## config.mk

```make
export PLATFORM = sky130hd
export DESIGN_NAME = fp_mul_scheduler
export DESIGN_NICKNAME = d
export VERILOG_FILES = /design/src/rtl/fp_mul_scheduler.sv
export SDC_FILE = /design/constraint.sdc
export NUM_CORES = 1
export LEC_CHECK = 0
export CORE_AREA = 2 2 116 118
export DETAILED_ROUTE_END_ITERATION = 10
export DIE_AREA = 0 0 118 120
export PLACE_DENSITY_LB_ADDON = 0.15
export SLEW_MARGIN = 30
export SYNTH_ARGS = -nofsm -noshare
export SYNTH_HDL_FRONTEND = slang
export SYNTH_SLANG_ARGS = --single-unit
```

## constraint.sdc

```tcl
create_clock -name clk -period 2.8 [get_ports clk]
set_input_delay 0.7 -clock clk [delete_from_list [all_inputs] [get_ports clk]]
set_output_delay 0.7 -clock clk [all_outputs]
set_load 0.05 [all_outputs]
```

## src/rtl/fp_mul_scheduler.sv

```systemverilog
// Round-robin scheduler sharing one start/busy/done FP multiplier among NUM_REQ requesters.
// Optional watchdog: define FP_MUL_SCHED_TIMEOUT_EN to return a canonical NaN on a stuck multiplier.
module fp_mul_scheduler #(
    parameter int unsigned FLEN           = 32,
    parameter int unsigned NUM_REQ        = 2,
    parameter int unsigned TAG_W          = 5,
    parameter int unsigned TIMEOUT_CYCLES = 64
) (
    input  logic                     clk,
    input  logic                     reset,
    input  logic [NUM_REQ-1:0]       req_valid,
    output logic [NUM_REQ-1:0]       req_ready,
    input  logic [NUM_REQ*FLEN-1:0]  req_operand_a,
    input  logic [NUM_REQ*FLEN-1:0]  req_operand_b,
    input  logic [NUM_REQ*3-1:0]     req_rm,
    input  logic [NUM_REQ*TAG_W-1:0] req_tag,
    output logic [NUM_REQ-1:0]       resp_valid,
    input  logic [NUM_REQ-1:0]       resp_ready,
    output logic [FLEN-1:0]          resp_result,
    output logic [4:0]               resp_flags,
    output logic [TAG_W-1:0]         resp_tag,
    output logic                     mul_start,
    output logic [2:0]               mul_rounding_mode,
    output logic [FLEN-1:0]          mul_operand_a,
    output logic [FLEN-1:0]          mul_operand_b,
    input  logic                     mul_busy,
    input  logic                     mul_done,
    input  logic [FLEN-1:0]          mul_result,
    input  logic [3:0]               mul_flags
);

    localparam int unsigned PW = (NUM_REQ > 1) ? $clog2(NUM_REQ) : 1;

    typedef enum logic [1:0] {StIdle, StIssue, StWait, StResp} state_e;

    state_e           state_q;
    logic [PW-1:0]    rr_ptr_q;
    logic [PW-1:0]    owner_q;
    logic [TAG_W-1:0] tag_q;

    logic [PW-1:0]    grant_idx;
    logic             grant_found;
    logic             can_grant;
    int unsigned      idx;

`ifdef FP_MUL_SCHED_TIMEOUT_EN
    localparam int unsigned CntW = $clog2(TIMEOUT_CYCLES + 1);
    localparam logic [FLEN-1:0] CanonNan = (FLEN == 64) ? FLEN'(64'h7FF8_0000_0000_0000)
                                                        : FLEN'(32'h7FC0_0000);
    logic [CntW-1:0] timeout_cnt_q;
`endif

    // First valid requester at or after rr_ptr, wrapping around.
    always_comb begin
        grant_found = 1'b0;
        grant_idx   = '0;
        idx         = 0;
        for (int unsigned k = 0; k < NUM_REQ; k++) begin
            idx = 32'(rr_ptr_q) + k;
            if (idx >= NUM_REQ) idx = idx - NUM_REQ;
            if (!grant_found && req_valid[idx[PW-1:0]]) begin
                grant_found = 1'b1;
                grant_idx   = idx[PW-1:0];
            end
        end
    end

    // A multiplier still busy or finishing from before reset must drain before any grant.
    assign can_grant = (state_q == StIdle) && !reset && !mul_busy && !mul_done && grant_found;

    always_comb begin
        req_ready = '0;
        if (can_grant) req_ready[grant_idx] = 1'b1;
    end

    always_ff @(posedge clk) begin
        if (reset) begin
            state_q           <= StIdle;
            rr_ptr_q          <= '0;
            owner_q           <= '0;
            tag_q             <= '0;
            mul_start         <= 1'b0;
            mul_rounding_mode <= '0;
            mul_operand_a     <= '0;
            mul_operand_b     <= '0;
            resp_valid        <= '0;
            resp_result       <= '0;
            resp_flags        <= '0;
            resp_tag          <= '0;
`ifdef FP_MUL_SCHED_TIMEOUT_EN
            timeout_cnt_q     <= '0;
`endif
        end else begin
            mul_start <= 1'b0;
            unique case (state_q)
                StIdle: begin
                    if (can_grant) begin
                        mul_operand_a     <= req_operand_a[grant_idx*FLEN +: FLEN];
                        mul_operand_b     <= req_operand_b[grant_idx*FLEN +: FLEN];
                        mul_rounding_mode <= req_rm[grant_idx*3 +: 3];
                        tag_q             <= req_tag[grant_idx*TAG_W +: TAG_W];
                        owner_q           <= grant_idx;
                        rr_ptr_q          <= (grant_idx == PW'(NUM_REQ - 1)) ? '0
                                                                             : grant_idx + 1'b1;
                        mul_start         <= 1'b1;
                        state_q           <= StIssue;
                    end
                end
                StIssue: begin
`ifdef FP_MUL_SCHED_TIMEOUT_EN
                    timeout_cnt_q <= '0;
`endif
                    state_q <= StWait;
                end
                StWait: begin
                    if (mul_done) begin
                        resp_result         <= mul_result;
                        resp_flags          <= {1'b0, mul_flags};
                        resp_tag            <= tag_q;
                        resp_valid[owner_q] <= 1'b1;
                        state_q             <= StResp;
                    end
`ifdef FP_MUL_SCHED_TIMEOUT_EN
                    else if (timeout_cnt_q == CntW'(TIMEOUT_CYCLES - 1)) begin
                        resp_result         <= CanonNan;
                        resp_flags          <= 5'b11000;
                        resp_tag            <= tag_q;
                        resp_valid[owner_q] <= 1'b1;
                        state_q             <= StResp;
                    end else begin
                        timeout_cnt_q <= timeout_cnt_q + 1'b1;
                    end
`endif
                end
                StResp: begin
                    if (resp_ready[owner_q]) begin
                        resp_valid <= '0;
                        state_q    <= StIdle;
                    end
                end
                default: state_q <= StIdle;
            endcase
        end
    end

    always_ff @(posedge clk) begin
        if (!reset) begin
            assert (NUM_REQ >= 2 && NUM_REQ <= 8 && TIMEOUT_CYCLES >= 1)
                else $error("fp_mul_scheduler: parameter out of range");
        end
    end

endmodule

```

# After elaboration in Yosys (flattened, before gate mapping)
# Index checks and enable logic that the tools add are counted.
# classes
magnitude_cmp	8
n_shift	4
addsub	4
mul	2
n_reduce_logical	18
mux	25
eq_ne	6
bitwise_logic	2
# ops
op	n
$shiftx 64x7->32	2
$mux 1	16
$mux 2	5
$shiftx 10x5->5	1
$lt 1x2->1 const B	4
$pmux 2 s4	1
$logic_and 1x1->1	7
$ne 2x2->1 const B	3
$reduce_and 3->1	2
$shiftx 6x4->3	1
$eq 2x2->1 const B	2
$logic_not 1->1	4
$mul 1x3->4 const B	1
$pmux 2 s2	1
$reduce_and 2->1	2
$mul 1x2->3 const B	1
$add 1x1->2 const B	1
$demux 1 s1	2
$eq 2x1->1 const B	1
$ge 1x1->1 const B	2
$ge 1x2->1 const B	1
$ge 2x2->1 const B	1
$logic_not 2->1	1
$or 2x2->2	1
5 further kinds	6
# totals
wordCells	81
regBits	120
inputBits	188
output_inout_bits	114

# Logic depth before layout (Yosys ltp)
# Gate-level depths: netlist (run 1).
# depth
ltp_word	13
ltp_mapped	9
depth_no_buf	7

# Worst setup path after synthesis (run 1)
# No wires, ideal clock.
# synth_path
kind	input to output
from	input port mul_done
to	output port req_ready[0]
setup_slack_ps	228
path_buffers	2
t_required_ps	2100
cell_stages	6
t_arrival_ps	1872
path_cell_list	nor4b_2 > o21ai_1 > inv_2 > buf_6 > buf_4 > and2_1
# synth_between
elab_chain_len	4
# synth_rtl
element	line_no	text
from (decl)	27	input logic mul_done,
$logic_not 1->1	69	assign can_grant = (state_q == StIdle) && !reset && !mul_busy && !mul_done && grant_found;
$logic_and 1x1->1 (2 in series)	69	
$mux 2	73	if (can_grant) req_ready[grant_idx] = 1'b1;
to (decl)	12	output logic [NUM_REQ-1:0] req_ready,
# Every way passes these cells.

# Worst setup path in the final report (run 1)
# layout_path
from	input port mul_done
to	output port req_ready[1]
# Same word-level chain as after synthesis.

==> flow_metrics.tcl, run 1 <==
set metrics [dict create \
    grt_max_degree 76 \
    synthToLayoutAreaGrowth_pct 71.4 \
    status "finished clean" \
    syn_nets 731 \
    via_count 4890 \
    crit_chain "clkdlybuf4s50_1, nor4b_4, o21ai_2, nor2_1, buf_4, buf_12" \
    power_density_nw_per_um2 618 \
    min_path_type "flop to flop" \
    die_area_sq_um 14200 \
    critPathMaxStageDelay_ns 0.46 \
    routedWlPerCell_um 15.6 \
    hold_buffers 0 \
    first_pass_iters 4 \
    ir_worst_vdd_mv 0.344 \
    ys_ff_latch 120 \
    critPathArrivalTime_ns 2.03 \
    ios 302 \
    htree_levels 4 \
    slew_headroom_pct 46.2 \
    diodes 0 \
    slowest_stage "clkdlybuf4s50_1" \
    critical_path_class "input port to output pin" \
    worstSetupStartpointType "input port" \
    leakagePower_nw 3.35 \
    max_freq_ghz 0.367 \
    grt_use_total_pct 22.2 \
    cts_buffer_depth 2 \
    fin_skew_ns 0.00717 \
    worst_pin_slew_ns 0.807 \
    wirelength_um 15800 \
    gr-total-overflow 0 \
    end_kind "output pin" \
    maxSlewViolCount 0 \
    finalNonFillerCells 1013 \
    cts_tree "yes" \
    crit_buf_inv 3 \
    cts.sinks 120 \
    dp_hpwl_um 12000 \
    first_global_vias 4900 \
    drt_iter0_drc 185 \
    drive_gt1_share_pct 11.8 \
    grt_pass1_wl_um 24800 \
    clk-insertion-delay-late_ns 0.40 \
    placementRows 42 \
    core_area_sq_um 13000 \
    synth_seq_area_share_pct 46.2 \
    hold_viol 0 \
    finalSetupViolCount 0 \
    tns_ns 0 \
    cts_setup_buffers 0 \
    finalCritPeriodShare_pct 97.4 \
    synthDistinctLibCells 26 \
    drc 0 \
    syn_area_sq_um 5200 \
    place_inst 981 \
    path_delay_family "buffers and inverters" \
    port_buffers 300 \
    clkTransAtPathRegs_ns 0.05 \
    cap_violations 0 \
    crit_required_ns 2.10 \
    die_x_um 118 \
    drtAntennaViolNets 0 \
    root_buffer "clkbuf_16" \
    fillers 1007 \
    rsz0062_at_grt "no" \
    synth.avg_cell_area_sq_um 9.64 \
    numCtsBuffers 17 \
    antenna_found_initial 0 \
    synth_cells 540 \
    min_period_ns 2.73 \
    total_power_w 0.00551 \
    nets 1015 \
    yosys_warnings 0 \
    detail_route.vias_per_cell 4.83 \
    start_util_pct 40.1 \
    die_h_um 120 \
    gp_congestion 0.778 \
    cp_max_fo 3 \
]
[what timing repair did]
| action | 4_1_cts | 5_1_grt |
|---|---|---|
| resized for setup | 1 | 1 |
| cloned | 0 | 0 |
| setup endpoints to repair | 1 | 1 |
[synthesized netlist by cell type]
cell | count | share of area [%]
a211oi_1 | 25 | 3.6
a211oi_2 | 50 | 12
a21boi_0 | 1 | 0.14
a21oi_1 | 42 | 4.0
a31oi_1 | 2 | 0.24
and2_1 | 2 | 0.24
buf_1 | 3 | 0.22
buf_2 | 7 | 0.67
buf_4 | 12 | 1.7
buf_6 | 6 | 1.3
clkbuf_1 | 19 | 1.4
conb_1 | 1 | 0.072
dfxtp_1 | 120 | 46
ha_1 | 3 | 0.72
inv_1 | 4 | 0.29
inv_2 | 1 | 0.072
mux2i_1 | 75 | 14
nand2_1 | 83 | 6.0
nand2b_1 | 2 | 0.24
nor2_1 | 75 | 5.4
nor2b_1 | 2 | 0.24
nor3_1 | 1 | 0.096
nor4b_2 | 1 | 0.29
o21a_1 | 1 | 0.14
o21ai_1 | 1 | 0.096
o21ai_2 | 1 | 0.17
[logic make-up (layout without fill, tap and decap cells)]
kind of cell / count (synthesis) / after routing / share of synthesized area (%)
muxes: 75 / 75 / 14.4
and+or+nand+nor: 166 / 166 / 12.5
buffers and inverters: 52 / 349 / 5.65
adders and majority gates: 3 / 3 / 0.721
AOI/OAI and AO/OA: 123 / 123 / 20.5
DFF: 120 / 120 / 46.2
other: 1 / 1 / 0.0721
[per-layer routing]
metal,routed length (um),vias to the layer above,share of wire (%),global-route usage (%)
met4,259,0,1.6,7.61
met3,1330,19,8.4,8.17
met2,8180,205,52,40.7
met1,6050,2219,38,23.3
li1,-,2447,-,-
met5,0,-,0,0
[final timing paths]
| path | start | cells past startpoint | endpoint | slack [ns] |
|---|---|---|---|---|
| worst min-delay path | resp_tag[0]$_SDFFE_PP0P_ | 2 | resp_tag[0]$_SDFFE_PP0P_ | 0.45 |
| worst min register to register | resp_tag[0]$_SDFFE_PP0P_ | 2 | resp_tag[0]$_SDFFE_PP0P_ | 0.45 |
| worst max-delay path | mul_done | 6 | req_ready[1] | 0.07 |
| worst max register to register | state_q[0]$_SDFFE_PP0P_ | 9 | owner_q$_SDFFE_PP0P_ | 0.86 |
[layout by cell type (no fill, tap or decap), drive strengths merged, types with 2 or more instances in the layout]
cell	instances
a21oi	42
nor2	75
clkinv	6
o21ai	2
clkdlybuf4s50	297
dfxtp	120
a211oi	75
clkinvlp	4
nand2b	2
nand2	83
clkbuf	20
buf	15
a31oi	2
bufinv	2
mux2i	75
inv	5
ha	3
and2	2
nor2b	2
[area by class of cell]
| class | count | area [sq um] | area share [%] |
|---|---|---|---|
| inverter | 5 | 21.3 | 0.238 |
| clock buffer | 20 | 447 | 5.01 |
| timing repair buffer | 312 | 3170 | 35.6 |
| multi-input combinational | 368 | 2530 | 28.3 |
| clock inverter | 12 | 128 | 1.43 |
| sequential | 120 | 2400 | 26.9 |
| tap | 176 | 220 | 2.47 |
[power by group]
part / internal (W) / leakage [nW] / switching [W]
clock network: 0.00133 / 0.272 / 0.000753
logic: 0.000650 / 2.11 / 0.000859
registers: 0.00184 / 0.974 / 0.0000751
total: 0.00382 / 3.35 / 0.00169
[worst min-delay path: cells and delay by family, from the launching register on]
family           cells  cell delay [ns]
AO/OA/AOI/OAI        1             0.05
flip-flops           1             0.30
AND/OR/NAND/NOR      1             0.05
[metrics by stage]
stage	hold WS (ns)	worst slack, ns	utilization [%]	area [sq um]
detailed placement	0.446	0.0543	64.2	8330
floorplan	0.432	0.228	-	5200
global placement	0.437	0.0206	64.2	8330
CTS	0.454	0.0122	68.6	8910
finish	0.452	0.0732	68.7	8920
global route	0.471	0.000147	68.7	8920
[registers in the layout, indices dropped and copies added, names as in the netlist]
signal	cells
mul_start	1
mul_rounding_mode	3
resp_valid	2
state_q	2
resp_tag	5
rr_ptr_q	1
owner_q	1
mul_operand_b	32
mul_operand_a	32
tag_q	5
resp_result	32
resp_flags	4
Note: power is estimated with default switching activity, not from simulation.
==> run 2: changes to the inputs <==
CORE_AREA = not set   (was 2 2 116 118)
CORE_ASPECT_RATIO = 0.8   (was not set)
CORE_UTILIZATION = 41   (was not set)
DIE_AREA = not set   (was 0 0 118 120)
REMOVE_ABC_BUFFERS = 1   (was not set)
==> flow_metrics.tcl, run 2 (same netlist as run 1, synthesis figures left out) <==
set metrics [dict create \
    slew_headroom_pct 54.3 \
    die_area_sq_um 13100 \
    start_util_pct 42.5 \
    drtAntennaViolNets 0 \
    finalNonFillerCells 1002 \
    first_global_vias 4686 \
    gp_congestion 0.808 \
    reg_top3 "mul_operand_a (32), mul_operand_b (32), resp_result (32)" \
    fin_area_sq_um 8860 \
    dpl_cell_area_sq_um 8250 \
    layout_common_cells "clkdlybuf4s50_1 (297), dfxtp_1 (120), nand2_1 (83), mux2i_1 (75), nor2_1 (74)" \
    power_density_nw_per_um2 626 \
    grt_use_total_pct 22.8 \
    core_area_sq_um 12300 \
    pre_cts_ws_ns 0.0136 \
    ir_worst_vdd_mv 0.572 \
    finalSetupViolCount 0 \
    crit_required_ns 2.10 \
    antenna_found_initial 0 \
    leakagePower_nw 3.33 \
    status "finished clean" \
    nets 1010 \
    finalCritPeriodShare_pct 97.6 \
    numCtsBuffers 17 \
    hold_ws_ns 0.453 \
    grt-busiest-layer "met2" \
    fillers 919 \
    place_inst 971 \
    die_x_um 128 \
    cp_max_fo 3 \
    grt_pass1_wl_um 23100 \
    cap_violations 0 \
    critical_path_class "input port to output pin" \
    worst_pin_slew_ns 0.686 \
    tns_ns 0 \
    via_count 4912 \
    max_freq_ghz 0.366 \
    min_period_ns 2.73 \
    drt_iter0_drc 197 \
    globalRouteMet1Util_pct 23.9 \
    cts_tree "yes" \
    synthToLayoutAreaGrowth_pct 70.2 \
    diodes 0 \
    port_buffers 300 \
    drive_gt1_share_pct 11.4 \
    fin_skew_ns 0.00948 \
    ios 302 \
    cts.sinks 120 \
    clkTransAtPathRegs_ns 0.05 \
    worstSetupStartpointType "input port" \
    maxSlewViolCount 0 \
    mostFrequentLayoutCell "clkdlybuf4s50_1" \
    critPathMaxStageDelay_ns 0.48 \
    routedWlPerCell_um 15.7 \
    die_h_um 103 \
    gr-total-overflow 0 \
    drc 0 \
    min_path_type "flop to flop" \
    use_met3_pct 6.12 \
    placementRows 36 \
    end_kind "output pin" \
    worst_slack_ns 0.0660 \
    detail_route.vias_per_cell 4.90 \
    hold_buffers 0 \
    slowest_stage "clkdlybuf4s50_1" \
    htree_levels 4 \
    dp_hpwl_um 11100 \
    crit_chain "clkdlybuf4s50_1, nor4b_4, o21ai_4, inv_4, and2_4, buf_12" \
    root_buffer "clkbuf_16" \
    cts_setup_buffers 0 \
    first_pass_iters 4 \
    critPathArrivalTime_ns 2.03 \
    r2r-start "state_q[0]$_SDFFE_PP0P_" \
    hold_start "resp_result[1]$_SDFFE_PP0P_" \
    cts_buffer_depth 2 \
    use_met2_pct 43.7 \
    grt_max_degree 148 \
    clk-insertion-delay-late_ns 0.40 \
    worstSetupStartpoint "mul_done" \
    hold_viol 0 \
    wirelength_um 15700 \
]
run 2: critical path, delay by kind of cell:
family,cells,cell delay [ns]
AO/OA/AOI/OAI,1,0.14
buffers and inverters,3,0.70
AND/OR/NAND/NOR,2,0.49
run 2: per-stage QoR:
step	total power (W)	utilization (%)
finish	0.00555	72.3
global route	0.00576	72.3
CTS	0.00559	72.1
detailed placement	0.00345	67.3
global placement	0.00341	67.3
floorplan	0.00280	-
run 2: per-layer routing:
layer	vias up	routed length (um)	share of wire [%]
met4	0	284	1.8
met1	2293	6050	39
li1	2431	-	-
met5	-	0	0
met3	19	1040	6.7
met2	169	8320	53
run 2: report_power, final:
group | internal (W) | leakage (nW) | switching [W] | total (W)
Combinational | 0.000638 | 2.07 | 0.000860 | 0.00150
Clock | 0.00139 | 0.285 | 0.000738 | 0.00213
Sequential | 0.00185 | 0.974 | 0.0000713 | 0.00192
run 2: area by class of cell:
| cell class | count | area [sq um] | area share (%) |
|---|---|---|---|
| timing repair buffer | 307 | 3100 | 35.0 |
| multi-input combinational | 368 | 2540 | 28.7 |
| sequential | 120 | 2400 | 27.1 |
| clock buffer | 23 | 488 | 5.51 |
| tap | 171 | 214 | 2.42 |
| clock inverter | 8 | 95.1 | 1.07 |
| inverter | 5 | 21.3 | 0.240 |
run 2: worst paths after layout:
check / to / slack (ns) / cells past startpoint
hold reg to reg: resp_result[1]$_SDFFE_PP0P_ / 0.45 / 2
hold / removal: resp_result[1]$_SDFFE_PP0P_ / 0.45 / 2
setup / recovery: req_ready[0] / 0.07 / 6
setup reg to reg: mul_operand_a[4]$_SDFFE_PP0P_ / 0.66 / 8
run 2: what timing repair did:
item,in CTS,in global routing
gates resized for setup,1,4
pin swaps,0,1
setup endpoints to repair,1,2
